File: config.mk
export PLATFORM = sky130hd
export DESIGN_NAME = step_counter_seq_flat
export DESIGN_NICKNAME = d
export VERILOG_FILES = /design/src/rtl/step_counter_seq_if.sv /design/src/rtl/step_counter_seq.sv /design/src/flat_wrapper.sv
export SDC_FILE = /design/constraint.sdc
export NUM_CORES = 1
export LEC_CHECK = 0
export CAP_MARGIN = 20
export CORE_MARGIN = 2
export CORE_UTILIZATION = 52
export DETAILED_ROUTE_END_ITERATION = 10
export GPL_TIMING_DRIVEN = 0
export PLACE_DENSITY_LB_ADDON = 0.05
export SYNTH_ARGS = -nofsm -noshare
export SYNTH_HDL_FRONTEND = slang
export SYNTH_SLANG_ARGS = --single-unit
File: constraint.sdc
create_clock -name clk -period 4.9 [get_ports clk]
set_input_delay 1.225 -clock clk [delete_from_list [all_inputs] [get_ports clk]]
set_output_delay 1.225 -clock clk [all_outputs]
set_load 0.01 [all_outputs]
File: src/rtl/step_counter_seq_if.sv
// Control/status bundle between the multiplier controller (master) and the step counter (slave).
// The overrun status line exists only when STEP_OVERRUN_EN is defined.
interface step_counter_seq_if #(
  parameter int CNT_W = 5
);
  logic             load;
  logic             en;
  logic [CNT_W-1:0] steps;
  logic [CNT_W-1:0] count;
  logic             busy;
  logic             k;
  logic             done_pulse;
`ifdef STEP_OVERRUN_EN
  logic             overrun;
`endif

  modport master (
    output load, en, steps,
    input  count, busy, k, done_pulse
`ifdef STEP_OVERRUN_EN
    , input overrun
`endif
  );

  modport slave (
    input  load, en, steps,
    output count, busy, k, done_pulse
`ifdef STEP_OVERRUN_EN
    , output overrun
`endif
  );
endinterface

File: src/rtl/step_counter_seq.sv
// Step counter/sequencer for the shift-add multiplier controller: counts qualified steps up to a
// terminal count latched at load. Optional macro STEP_OVERRUN_EN adds a sticky overrun flag.
module step_counter_seq #(
  parameter int MAX_STEPS   = 16,
  parameter int CNT_W       = 5,
  parameter int AUTO_RELOAD = 0
) (
  input  logic                clk,
  input  logic                rst_n,
  step_counter_seq_if.slave   bus
);

  if ((2 ** CNT_W) <= MAX_STEPS) begin : g_bad_width
    $error("step_counter_seq: CNT_W too narrow for MAX_STEPS");
  end

  localparam logic [CNT_W-1:0] MAX_C = CNT_W'(MAX_STEPS);

  typedef enum logic [1:0] {
    S_IDLE,
    S_RUN,
    S_DONE
  } state_t;

  state_t           r_state, w_state_nxt;
  logic [CNT_W-1:0] r_count, w_count_nxt;
  logic [CNT_W-1:0] r_term,  w_term_nxt;
  logic             r_busy,  w_busy_nxt;
  logic             r_k,     w_k_nxt;
  logic             r_pulse, w_pulse_nxt;
  logic [CNT_W-1:0] w_steps_clamped;
  logic [CNT_W-1:0] w_count_inc;
  logic             w_stray_en;
`ifdef STEP_OVERRUN_EN
  logic             r_overrun, w_overrun_nxt;
`endif

  assign w_steps_clamped = (bus.steps > MAX_C) ? MAX_C : bus.steps;
  assign w_count_inc     = r_count + CNT_W'(1);

  always_comb begin
    w_state_nxt = r_state;
    w_count_nxt = r_count;
    w_term_nxt  = r_term;
    w_busy_nxt  = r_busy;
    w_k_nxt     = r_k;
    w_pulse_nxt = 1'b0;
    w_stray_en  = 1'b0;
    if (bus.load) begin
      w_term_nxt  = w_steps_clamped;
      w_count_nxt = '0;
      if (w_steps_clamped == '0) begin
        w_state_nxt = S_DONE;
        w_busy_nxt  = 1'b0;
        w_k_nxt     = 1'b1;
        // Suppressed if a pulse is already out, so the strobe is never two cycles wide.
        w_pulse_nxt = ~r_pulse;
      end else begin
        w_state_nxt = S_RUN;
        w_busy_nxt  = 1'b1;
        w_k_nxt     = 1'b0;
      end
    end else begin
      unique case (r_state)
        S_IDLE: w_stray_en = bus.en;
        S_RUN: begin
          if (bus.en) begin
            w_count_nxt = w_count_inc;
            if (w_count_inc == r_term) begin
              w_state_nxt = S_DONE;
              w_busy_nxt  = 1'b0;
              w_k_nxt     = 1'b1;
              w_pulse_nxt = ~r_pulse;
            end
          end
        end
        S_DONE: begin
          if (AUTO_RELOAD != 0) begin
            // A zero terminal count is already complete, so reload leaves it parked in DONE.
            if (bus.en && (r_term != '0)) begin
              w_state_nxt = S_RUN;
              w_count_nxt = '0;
              w_busy_nxt  = 1'b1;
              w_k_nxt     = 1'b0;
            end
          end else begin
            w_stray_en = bus.en;
          end
        end
        default: w_state_nxt = S_IDLE;
      endcase
    end
  end

`ifdef STEP_OVERRUN_EN
  always_comb begin
    w_overrun_nxt = r_overrun;
    if (bus.load)        w_overrun_nxt = 1'b0;
    else if (w_stray_en) w_overrun_nxt = 1'b1;
  end
`endif

  always_ff @(posedge clk or negedge rst_n) begin
    if (!rst_n) begin
      r_state <= S_IDLE;
      r_count <= '0;
      r_term  <= '0;
      r_busy  <= 1'b0;
      r_k     <= 1'b0;
      r_pulse <= 1'b0;
    end else begin
      r_state <= w_state_nxt;
      r_count <= w_count_nxt;
      r_term  <= w_term_nxt;
      r_busy  <= w_busy_nxt;
      r_k     <= w_k_nxt;
      r_pulse <= w_pulse_nxt;
    end
  end

`ifdef STEP_OVERRUN_EN
  always_ff @(posedge clk or negedge rst_n) begin
    if (!rst_n) r_overrun <= 1'b0;
    else        r_overrun <= w_overrun_nxt;
  end
  assign bus.overrun = r_overrun;
`else
  logic w_unused;
  assign w_unused = w_stray_en;
`endif

  assign bus.count      = r_count;
  assign bus.busy       = r_busy;
  assign bus.k          = r_k;
  assign bus.done_pulse = r_pulse;

endmodule

File: src/flat_wrapper.sv
// flat-port wrapper written by rule: the top's interface ports become plain ports
module step_counter_seq_flat 
#(
  parameter int MAX_STEPS   = 16,
  parameter int CNT_W       = 5,
  parameter int AUTO_RELOAD = 0
)
  (clk, rst_n, bus_load, bus_en, bus_steps, bus_count, bus_busy, bus_k, bus_done_pulse);
  step_counter_seq_if #(.CNT_W(CNT_W)) bus_i ();
  input  logic clk;
  input  logic rst_n;
  input wire logic [$bits(bus_i.load)-1:0] bus_load;
  input wire logic [$bits(bus_i.en)-1:0] bus_en;
  input wire logic [$bits(bus_i.steps)-1:0] bus_steps;
  output wire logic [$bits(bus_i.count)-1:0] bus_count;
  output wire logic [$bits(bus_i.busy)-1:0] bus_busy;
  output wire logic [$bits(bus_i.k)-1:0] bus_k;
  output wire logic [$bits(bus_i.done_pulse)-1:0] bus_done_pulse;
  assign bus_i.load = bus_load;
  assign bus_i.en = bus_en;
  assign bus_i.steps = bus_steps;
  assign bus_count = bus_i.count;
  assign bus_busy = bus_i.busy;
  assign bus_k = bus_i.k;
  assign bus_done_pulse = bus_i.done_pulse;
  step_counter_seq #(.MAX_STEPS(MAX_STEPS), .CNT_W(CNT_W), .AUTO_RELOAD(AUTO_RELOAD)) u_core (.clk(clk), .rst_n(rst_n), .bus(bus_i));
endmodule
==> run summary, run 1 <==
Root Buffer: clkbuf_4
Yosys cell types: 33
Buffers plus inverters on the worst setup path: 1
Reg area: 375.4 um^2
Status: complete, no violations
TritonCTS Sinks: 15
DP Area: 967.2 um^2
Drt total wl: 1.489 mm
CTS tree: done
Final setup viols: 0
R2r setup slk: 3.07 ns
Final estimated routing congestion in global placement: 0.7303
N_diodes: 0
ANT nets after route: 0
Reg-to-Reg End: u_core.bus.done_pulse
PortBufs: 16
Leakage power: 0.0004100 uW
Area occupied by multi-input gates: 381.6 um^2
GR Overflow Total: 0
Layout cell share with drive strength beyond 1: 9.091%
FMAX: 387.4 MHz
Crit path depth: 1
Most frequent cells in the layout: clkdlybuf4s50_1 (16), dfrtp_1 (15), nand2_1 (11)
# hold bufs at CTS: 0
Fillers: 121
Slowest-stage cell, CP: clkdlybuf4s50_1
Layout Nets: 110
Final hold vios: 0
Chip width: 42.91 um
Register area share after synthesis: 47.69%
Max Cap Viol: 0
Minimum clock period: 2.581 ns
I/O pin total: 17
Finished Cell Area: 993.5 um^2
YS warnings: 0
DRC Markers: 0
Setup bufs post-CTS: 0
H-tree depth: 1
Slowest Stage Delay on Critical Path: 0.58 ns
Vias: 656
Row Count: 14
Wire per inst: 12.95 um
All-Layer GR Usage: 19.64%
Clk Latency, worst-skew pair: 0.28 ns
Global-route wire length before repair: 2.739 mm
Top cells by area, synth: dfrtp_1 (48%), nand2_1 (5.2%), xnor2_1 (4.5%)
Syn_nets: 89
Worst Setup Start Kind: register
Kind of critical path: reg2out
Post-route setup TNS: 0 ns
Top cell type's share of synthesized area: 47.69%
Commonest non-fill, non-tap cell in the layout: clkdlybuf4s50_1
Worst Setup End Kind: output pin
Relative slew margins: 56.41%
Critical path's top delay family: buffers and inverters
Pre-Repair DR Iteration Count: 4
Unrepaired setup endpoints after global routing: no
1st-iter DRT viols: 10
Largest net degree at the start of global routing: 16
Final worst-path cycle share: 52.68%
Initial Util: 54.13%
R2r worst-path depth: 5
PwrDens: 259.5 nW/um^2
Worst IR Drop VDD: 0.0001555 V
Max FO, Critical Path: 8
Mapped cell area: 787.0 um^2
Cell Chain, Critical Path: clkdlybuf4s50_1
DIE HEIGHT: 42.91 um
Synthesis-to-finish area growth: 26.23%
Post-CTS resize count: 0
Worst Setup SP: u_core.bus.count[2]
Fin. max-slew vios: 0
#FFs+latches synth: 15
CP endpoint: bus_count[2]
Total die area: 1841 um^2
Top cell type by total area after synthesis: dfrtp_1
Worst endpoint required time: 3.67 ns
Syn Area/Cell: 9.962 um^2
Data arrival, critical path: 1.36 ns
Actual slew at the worst max-slew pin: 0.6518 ns
Reg-to-reg startpoint: u_core.bus.count[0]
Worst hold-check path type: reg2reg
Clock slew at reported path FFs: 0.09 ns
Longest Clk Path Bufs: 2
CTS Buf Count: 3
Post-DP HPWL: 1.144 mm
Vias in the first global route: 646
Cells after Synth: 79
Vias per std cell: 5.704
Final clock skew: 0.001694 ns
Initial antenna violation count: 0
Core area: 1454 um^2
==> synth_stat cells <==
cell,number
nand4b_1,1
nor3b_1,1
nand3b_1,1
or4_4,1
o21ai_1,2
clkbuf_1,2
ha_1,1
a21oi_1,2
o22ai_1,4
o21ai_0,3
nand3_1,1
dfrtp_1,15
a211oi_1,1
o311ai_2,1
nand2_1,11
buf_4,1
nor3_1,1
a21o_1,1
and3b_1,1
or4b_1,1
o41ai_1,1
o21a_1,1
nor2b_1,4
xor2_1,4
or3b_2,1
or3_1,1
nor2_1,3
xnor2_1,4
o21ai_2,1
nand4_1,1
mux2_2,1
a2bb2oi_1,1
inv_1,4
==> area by class of cell <==
cell class / instances / share of cell area, %
multi-input combinational: 57 / 38.41
sequential: 15 / 37.78
timing repair buffer: 16 / 16.12
clock buffer: 4 / 2.645
tap: 16 / 2.015
buffer: 3 / 1.511
inverter: 4 / 1.511
==> cells by family (layout without fill, tap and decap cells) <==
| group | Yosys count | in the layout | share of synthesized area (%) |
|---|---|---|---|
| xor gates and xnor gates | 8 | 8 | 8.902 |
| buffers and inverters | 7 | 27 | 3.816 |
| adders and majority gates | 1 | 1 | 1.590 |
| AOI/OAI and AO/OA | 18 | 18 | 15.90 |
| muxes | 1 | 1 | 1.431 |
| and+or+nand+nor | 29 | 29 | 20.67 |
| DFF | 15 | 15 | 47.69 |
==> through the flow <==
step / utilization (%) / setup WS, ns / cells / hold slack [ns] / power (uW)
after floorplan: - / 2.521 / 79 / 0.5007 / 167.4
final: 68.33 / 2.319 / 115 / 0.5031 / 257.8
after global placement: 66.52 / 2.051 / 111 / 0.4755 / 188.2
after global routing: 68.33 / 2.269 / 115 / 0.5077 / 269.6
after CTS: 68.33 / 2.321 / 115 / 0.4932 / 259.9
after detailed placement: 66.52 / 2.036 / 111 / 0.4765 / 190.1
==> registers in the layout (all words and copies together) (netlist names) <==
register and flops:
u_core.bus.count 5, u_core.r_term 5, u_core.r_state 2, u_core.bus.done_pulse 1
u_core.bus.k 1, u_core.bus.busy 1
==> report_power, final <==
group	internal, uW	switching, uW
logic	25.7	22.7
registers	132	6.87
clock network	31.6	39.4
total	189	69.0
==> worst min-delay path by stage <==
stage,from,endpoint,slack (ns),depth (start not counted)
after floorplan,u_core.r_term[4],u_core.r_term[4],0.50,1
after global placement,u_core.bus.done_pulse,u_core.bus.done_pulse,0.48,1
after detailed placement,u_core.bus.done_pulse,u_core.bus.done_pulse,0.48,1
after CTS,u_core.bus.done_pulse,u_core.bus.done_pulse,0.49,1
after global routing,u_core.bus.done_pulse,u_core.bus.done_pulse,0.51,1
final,u_core.bus.done_pulse,u_core.bus.done_pulse,0.50,1
==> metal layers <==
layer	track usage, %	vias to the layer above	part of all wire (%)
met5	0	-	0
li1	-	321	-
met2	31.52	30	47
met1	26.03	303	45
met3	2.553	2	7.4
met4	9.375	0	0.67
No activity file was read; power rests on OpenSTA's default activity.
==> run 2: changes to the inputs <==
--- a/config.mk
+++ b/config.mk
@@ -7,7 +7,7 @@
 export LEC_CHECK = 0
 export CAP_MARGIN = 20
 export CORE_MARGIN = 2
-export CORE_UTILIZATION = 52
+export CORE_UTILIZATION = 48
 export DETAILED_ROUTE_END_ITERATION = 10
 export GPL_TIMING_DRIVEN = 0
 export PLACE_DENSITY_LB_ADDON = 0.05
==> constraint.sdc (replaced) <==
create_clock -name clk -period 2.64 [get_ports clk]
set_input_delay 0.66 -clock clk [delete_from_list [all_inputs] [get_ports clk]]
set_output_delay 0.66 -clock clk [all_outputs]
set_load 0.01 [all_outputs]
==> run 2 against run 1 <==
  * Power grew 87%
  * Hold slack better by 0.0031 ns
  * Clock skew increased by 0.011 ns
  * Via count shrank 3.7%
  * Largest cell class unchanged
  * Largest power group unchanged
==> run summary, run 2 (same netlist as run 1, synthesis figures left out) <==
Status: complete, no violations (unchanged)
Crit path depth: 1 (unchanged)
Chip width: 44.49 um (was 42.91 um)
CTS tree: done (unchanged)
Placed Instances: 111 (unchanged)
Final estimated routing congestion in global placement: 0.7259 (was 0.7303)
Fin. max-slew vios: 0 (unchanged)
Buffers plus inverters on the worst setup path: 1 (unchanged)
Final Power: 480.8 uW (was 257.8 uW)
Critical path's top delay family: buffers and inverters (unchanged)
DIE HEIGHT: 44.49 um (was 42.91 um)
H-tree depth: 1 (unchanged)
Layout Cells excl Fill: 115 (unchanged)
Setup bufs post-CTS: 0 (unchanged)
Clock slew at reported path FFs: 0.10 ns (was 0.09 ns)
Commonest non-fill, non-tap cell in the layout: clkdlybuf4s50_1 (unchanged)
Final setup viols: 0 (unchanged)
Post-CTS resize count: 0 (unchanged)
Global-route wire length before repair: 2.780 mm (was 2.739 mm)
Data arrival, critical path: 1.35 ns (was 1.36 ns)
Vias: 632 (was 656)
Most frequent cells in the layout: clkdlybuf4s50_1 (16), dfrtp_1 (15), nand2_1 (11) (unchanged)
Largest net degree at the start of global routing: 16 (unchanged)
PwrDens: 483.4 nW/um^2 (was 259.5 nW/um^2)
Initial antenna violation count: 0 (unchanged)
Pre-Repair DR Iteration Count: 4 (unchanged)
Leakage power: 0.0004127 uW (was 0.0004100 uW)
Wire per inst: 13.44 um (was 12.95 um)
Synthesis-to-finish area growth: 26.39% (was 26.23%)
PortBufs: 16 (unchanged)
# hold bufs at CTS: 0 (unchanged)
Minimum clock period: 2.009 ns
Vias in the first global route: 623 (was 646)
TritonCTS Sinks: 15 (unchanged)
Kind of critical path: reg2out (unchanged)
Slowest-stage cell, CP: clkdlybuf4s50_1 (unchanged)
Reg-to-reg startpoint: u_core.bus.count[0] (unchanged)
Core area: 1524 um^2 (was 1454 um^2)
I/O pin total: 17 (unchanged)
Finished Cell Area: 994.7 um^2 (was 993.5 um^2)
CP endpoint: bus_count[3] (was bus_count[2])
Longest Clk Path Bufs: 2 (unchanged)
R2r worst-path depth: 5 (unchanged)
Max FO, Critical Path: 7 (was 8)
Layout Nets: 110 (unchanged)
Worst Setup Start Kind: register (unchanged)
Root Buffer: clkbuf_4 (unchanged)
Post-DP HPWL: 1.146 mm (was 1.144 mm)
Worst Setup SP: u_core.bus.count[3] (was u_core.bus.count[2])
Slowest Stage Delay on Critical Path: 0.58 ns (about the same)
Row Count: 14 (unchanged)
Initial Util: 51.64% (was 54.13%)
Drt total wl: 1.546 mm (was 1.489 mm)
Clk Latency, worst-skew pair: 0.29 ns (was 0.28 ns)
Reg-to-Reg End: u_core.bus.done_pulse (unchanged)
Worst endpoint required time: 1.98 ns (was 3.67 ns)
Vias per std cell: 5.496 (was 5.704)
Final core occ: 65.27% (was 68.33%)
Cell Chain, Critical Path: clkdlybuf4s50_1 (unchanged)
Actual slew at the worst max-slew pin: 0.6646 ns (was 0.6518 ns)
Worst hold-check path type: reg2reg (unchanged)
Layout cell share with drive strength beyond 1: 10.10% (was 9.091%)
Post-route setup TNS: 0 ns (unchanged)
Total die area: 1979 um^2 (was 1841 um^2)
Worst IR Drop VDD: 0.0002754 V (was 0.0001555 V)
DRC Markers: 0 (unchanged)
Worst Setup End Kind: output pin (unchanged)
FMAX: 497.7 MHz
Unrepaired setup endpoints after global routing: no (unchanged)
DP Area: 967.2 um^2 (unchanged)
Final clock skew: 0.01291 ns (was 0.001694 ns)
Max Cap Viol: 0 (unchanged)
ANT nets after route: 0 (unchanged)
Final worst-path cycle share: 76.11%
N_diodes: 0 (unchanged)
CTS Buf Count: 3 (unchanged)
R2r setup slk: 0.81 ns (was 3.07 ns)
All-Layer GR Usage: 19.49% (was 19.64%)
Relative slew margins: 55.56% (was 56.41%)
Final hold vios: 0 (unchanged)
1st-iter DRT viols: 2 (was 10)
GR Overflow Total: 0 (unchanged)
run 2: changes by cell type in the layout (fill, tap and decap cells not counted), sizes merged:
cell    before  now
clkbuf       6    5
clkinv       0    1
run 2: layer usage:
metal / GRT usage [%] / routed length, um / vias to the layer above
met2: 30.43 / 681 / 18
met1: 25.13 / 746 / 287
li1: - / - / 323
met5: 0 / 0 / -
met4: 10.91 / 33 / 0
met3: 3.673 / 85 / 4
run 2: cell type report:
class                      count  area [um^2]
clock buffer                   3        22.52
sequential                    15        375.4
fill                         141        529.3
inverter                       4        15.01
buffer                         3        15.01
multi-input combinational     57        381.6
timing repair buffer          16        160.2
tap                           16        20.02
clock inverter                 1        5.005
run 2: worst min path at each step:
stage	from	end	slack (ns)	cells after the start
after floorplan	rst_n	u_core.bus.busy	0.36	0
after global placement	u_core.bus.done_pulse	u_core.bus.done_pulse	0.48	1
after detailed placement	u_core.bus.done_pulse	u_core.bus.done_pulse	0.48	1
after CTS	u_core.bus.done_pulse	u_core.bus.done_pulse	0.50	1
after global routing	u_core.bus.done_pulse	u_core.bus.done_pulse	0.51	1
final	u_core.bus.done_pulse	u_core.bus.done_pulse	0.51	1
run 2: where the power goes:
group	leakage, uW	switching (uW)	internal, uW
registers	0.000193	12.6	244
clock network	0.0000177	77.2	56.3
logic	0.000202	42.7	47.8
run 2: stage by stage:
step	worst slack (ns)	hold WS, ns
floorplan	0.8261	0.3644
global placement	0.3473	0.4776
detailed placement	0.3524	0.4800
CTS	0.6180	0.4985
global route	0.5717	0.5103
finish	0.6308	0.5062
==> run 3: changes to the inputs <==
--- a/config.mk
+++ b/config.mk
@@ -7,7 +7,7 @@
 export LEC_CHECK = 0
 export CAP_MARGIN = 20
 export CORE_MARGIN = 2
-export CORE_UTILIZATION = 48
+export CORE_UTILIZATION = 43
 export DETAILED_ROUTE_END_ITERATION = 10
 export GPL_TIMING_DRIVEN = 0
 export PLACE_DENSITY_LB_ADDON = 0.05
==> constraint.sdc (replaced) <==
create_clock -name clk -period 1.7 [get_ports clk]
set_input_delay 0.425 -clock clk [delete_from_list [all_inputs] [get_ports clk]]
set_output_delay 0.425 -clock clk [all_outputs]
set_load 0.01 [all_outputs]
==> run 3 against run 2 <==
  * Critical path depth stayed put
  * Non-clock buffer count rose by 6
  * Die area is 11% higher
  * Register-to-register slack worse by 0.76 ns
  * Global-route usage decreased by 2.4 points
  * Power increased by 60%
  * Final cell count increased by 13%
  * Setup slack lost 0.59 ns
  * Routed wire length rose by 8.2%
  * Largest power group unchanged
==> run summary, run 3 (same netlist as run 1, synthesis figures left out) <==
Finished Cell Area: 1097 um^2 (was 994.7 um^2)
N_diodes: 0 (unchanged)
Cell Chain, Critical Path: clkdlybuf4s50_1 (unchanged)
I/O pin total: 17 (unchanged)
Buffers plus inverters on the worst setup path: 1 (unchanged)
GR Overflow Total: 0 (unchanged)
CTS Buf Count: 3 (unchanged)
Fin. max-slew vios: 0 (unchanged)
Final worst-path cycle share: 97.48%
Layout cell share with drive strength beyond 1: 23.81% (was 10.10%)
Pre-Repair DR Iteration Count: 4 (unchanged)
PwrDens: 700.4 nW/um^2 (was 483.4 nW/um^2)
FMAX: 603.5 MHz
Post-route setup TNS: 0 ns (unchanged)
TritonCTS Sinks: 15 (unchanged)
Vias per std cell: 5.115 (was 5.496)
Relative slew margins: 52.68% (was 55.56%)
Reg area: 380.4 um^2 (was 375.4 um^2)
DP Area: 978.4 um^2 (was 967.2 um^2)
Initial antenna violation count: 0 (unchanged)
Fillers: 149 (was 141)
Layout Cells excl Fill: 130 (was 115)
Initial Util: 45.58% (was 51.64%)
Hold Slack: 0.5266 ns (was 0.5062 ns)
Row Count: 15 (was 14)
Worst endpoint required time: 1.27 ns (was 1.98 ns)
Max FO, Critical Path: 3 (was 7)
R2r setup slk: 0.05 ns (was 0.81 ns)
Max Cap Viol: 0 (unchanged)
Data arrival, critical path: 1.23 ns (was 1.35 ns)
Vias in the first global route: 602 (was 623)
Drt total wl: 1.673 mm (was 1.546 mm)
Minimum clock period: 1.657 ns
PortBufs: 16 (unchanged)
Clk Latency, worst-skew pair: 0.28 ns (was 0.29 ns)
Most frequent cells in the layout: nand2_1 (11), dfrtp_1 (11), clkdlybuf4s50_1 (9) (was clkdlybuf4s50_1 (16), dfrtp_1 (15), nand2_1 (11))
Final estimated routing congestion in global placement: 0.7991 (was 0.7259)
Longest Clk Path Bufs: 2 (unchanged)
H-tree depth: 1 (unchanged)
Root Buffer: clkbuf_4 (unchanged)
Chip width: 46.78 um (was 44.49 um)
Unrepaired setup endpoints after global routing: yes (was no)
Final hold vios: 0 (unchanged)
Slowest Stage Delay on Critical Path: 0.54 ns (was 0.58 ns)
Clock slew at reported path FFs: 0.10 ns (about the same)
Worst hold-check path type: reg2reg (unchanged)
Global-route wire length before repair: 2.580 mm (was 2.780 mm)
Leakage power: 0.0005045 uW (was 0.0004127 uW)
Largest net degree at the start of global routing: 16 (unchanged)
Layout Nets: 116 (was 110)
Kind of critical path: reg2out (unchanged)
Final setup viols: 0 (unchanged)
Critical path's top delay family: buffers and inverters (unchanged)
Wire per inst: 12.87 um (was 13.44 um)
DIE HEIGHT: 46.78 um (was 44.49 um)
Slowest-stage cell, CP: clkdlybuf4s50_1 (unchanged)
Final clock skew: 0.009759 ns (was 0.01291 ns)
Synthesis-to-finish area growth: 39.43% (was 26.39%)
DRC Markers: 0 (unchanged)
Actual slew at the worst max-slew pin: 0.7075 ns (was 0.6646 ns)
All-Layer GR Usage: 17.08% (was 19.49%)
Total die area: 2188 um^2 (was 1979 um^2)
Placed Instances: 120 (was 111)
Worst Setup End Kind: output pin (unchanged)
Core area: 1727 um^2 (was 1524 um^2)
1st-iter DRT viols: 15 (was 2)
Status: complete, no violations (unchanged)
Vias: 665 (was 632)
CTS tree: done (unchanged)
Worst Setup Start Kind: register (unchanged)
Area occupied by multi-input gates: 420.4 um^2 (was 381.6 um^2)
Post-DP HPWL: 1.149 mm (was 1.146 mm)
Worst IR Drop VDD: 0.0004661 V (was 0.0002754 V)
ANT nets after route: 0 (unchanged)
==> run 3: cell types whose count changed in the layout (fill, tap and decap cells not counted), sizes merged <==
cell and delta:
buf +6, clkdlybuf4s50 -7, dlygate4sd2 +4, dlymetal6s2s +3
==> run 3: report_power, final <==
group          internal (uW)  switching [uW]
sequential               380            19.6
clock                   87.3             121
combinational           84.2            76.7
==> run 3: layout make-up <==
class                   count  share of cell area, %
flip-flops and latches     15                  34.66
multi-input cells          57                  38.31
repair buffers             22                  18.93
clock inverters             1                 0.4561
well taps                  25                  2.851
inverters                   4                  1.368
clock buffers               3                  2.052
plain buffers               3                  1.368
==> run 3: worst paths after layout <==
check / depth (start not counted) / startpoint / to
setup / recovery: 1 / u_core.bus.count[0] / bus_count[0]
max in group asynchronous: 1 / rst_n / u_core.bus.count[1]
setup reg to reg: 6 / u_core.bus.count[1] / u_core.bus.busy
hold / removal: 2 / u_core.bus.k / u_core.bus.k
hold reg to reg: 2 / u_core.bus.k / u_core.bus.k
min in group asynchronous: 1 / rst_n / u_core.r_state[0]
==> run 3: timing repair <==
item | 4_1_cts | 5_1_grt
pin swaps | 4 | 6
hold buffers | 0 | 0
resized for setup | 9 | 8
setup buffers | 3 | 3
setup endpoints to repair | 6 | 9
==> run 3: metal layers <==
metal | up-vias | part of all wire, % | track usage (%) | wire [um]
met3 | 2 | 5.6 | 2.308 | 94
met4 | 0 | 0.72 | 6.667 | 12
met2 | 20 | 48 | 27.40 | 795
met1 | 309 | 46 | 23.43 | 770
li1 | 334 | - | - | -
met5 | - | 0 | 0 | 0
==> run 3: through the flow <==
step | power, uW | setup slack, ns | util (%)
after floorplan | 482.6 | 0.03213 | -
after detailed placement | 546.6 | -0.3717 | 56.67
after global routing | 811.9 | -0.005977 | 63.55
final | 768.6 | 0.04292 | 63.55
after CTS | 760.3 | 0.009915 | 60.22
after global placement | 543.5 | -0.3485 | 56.67
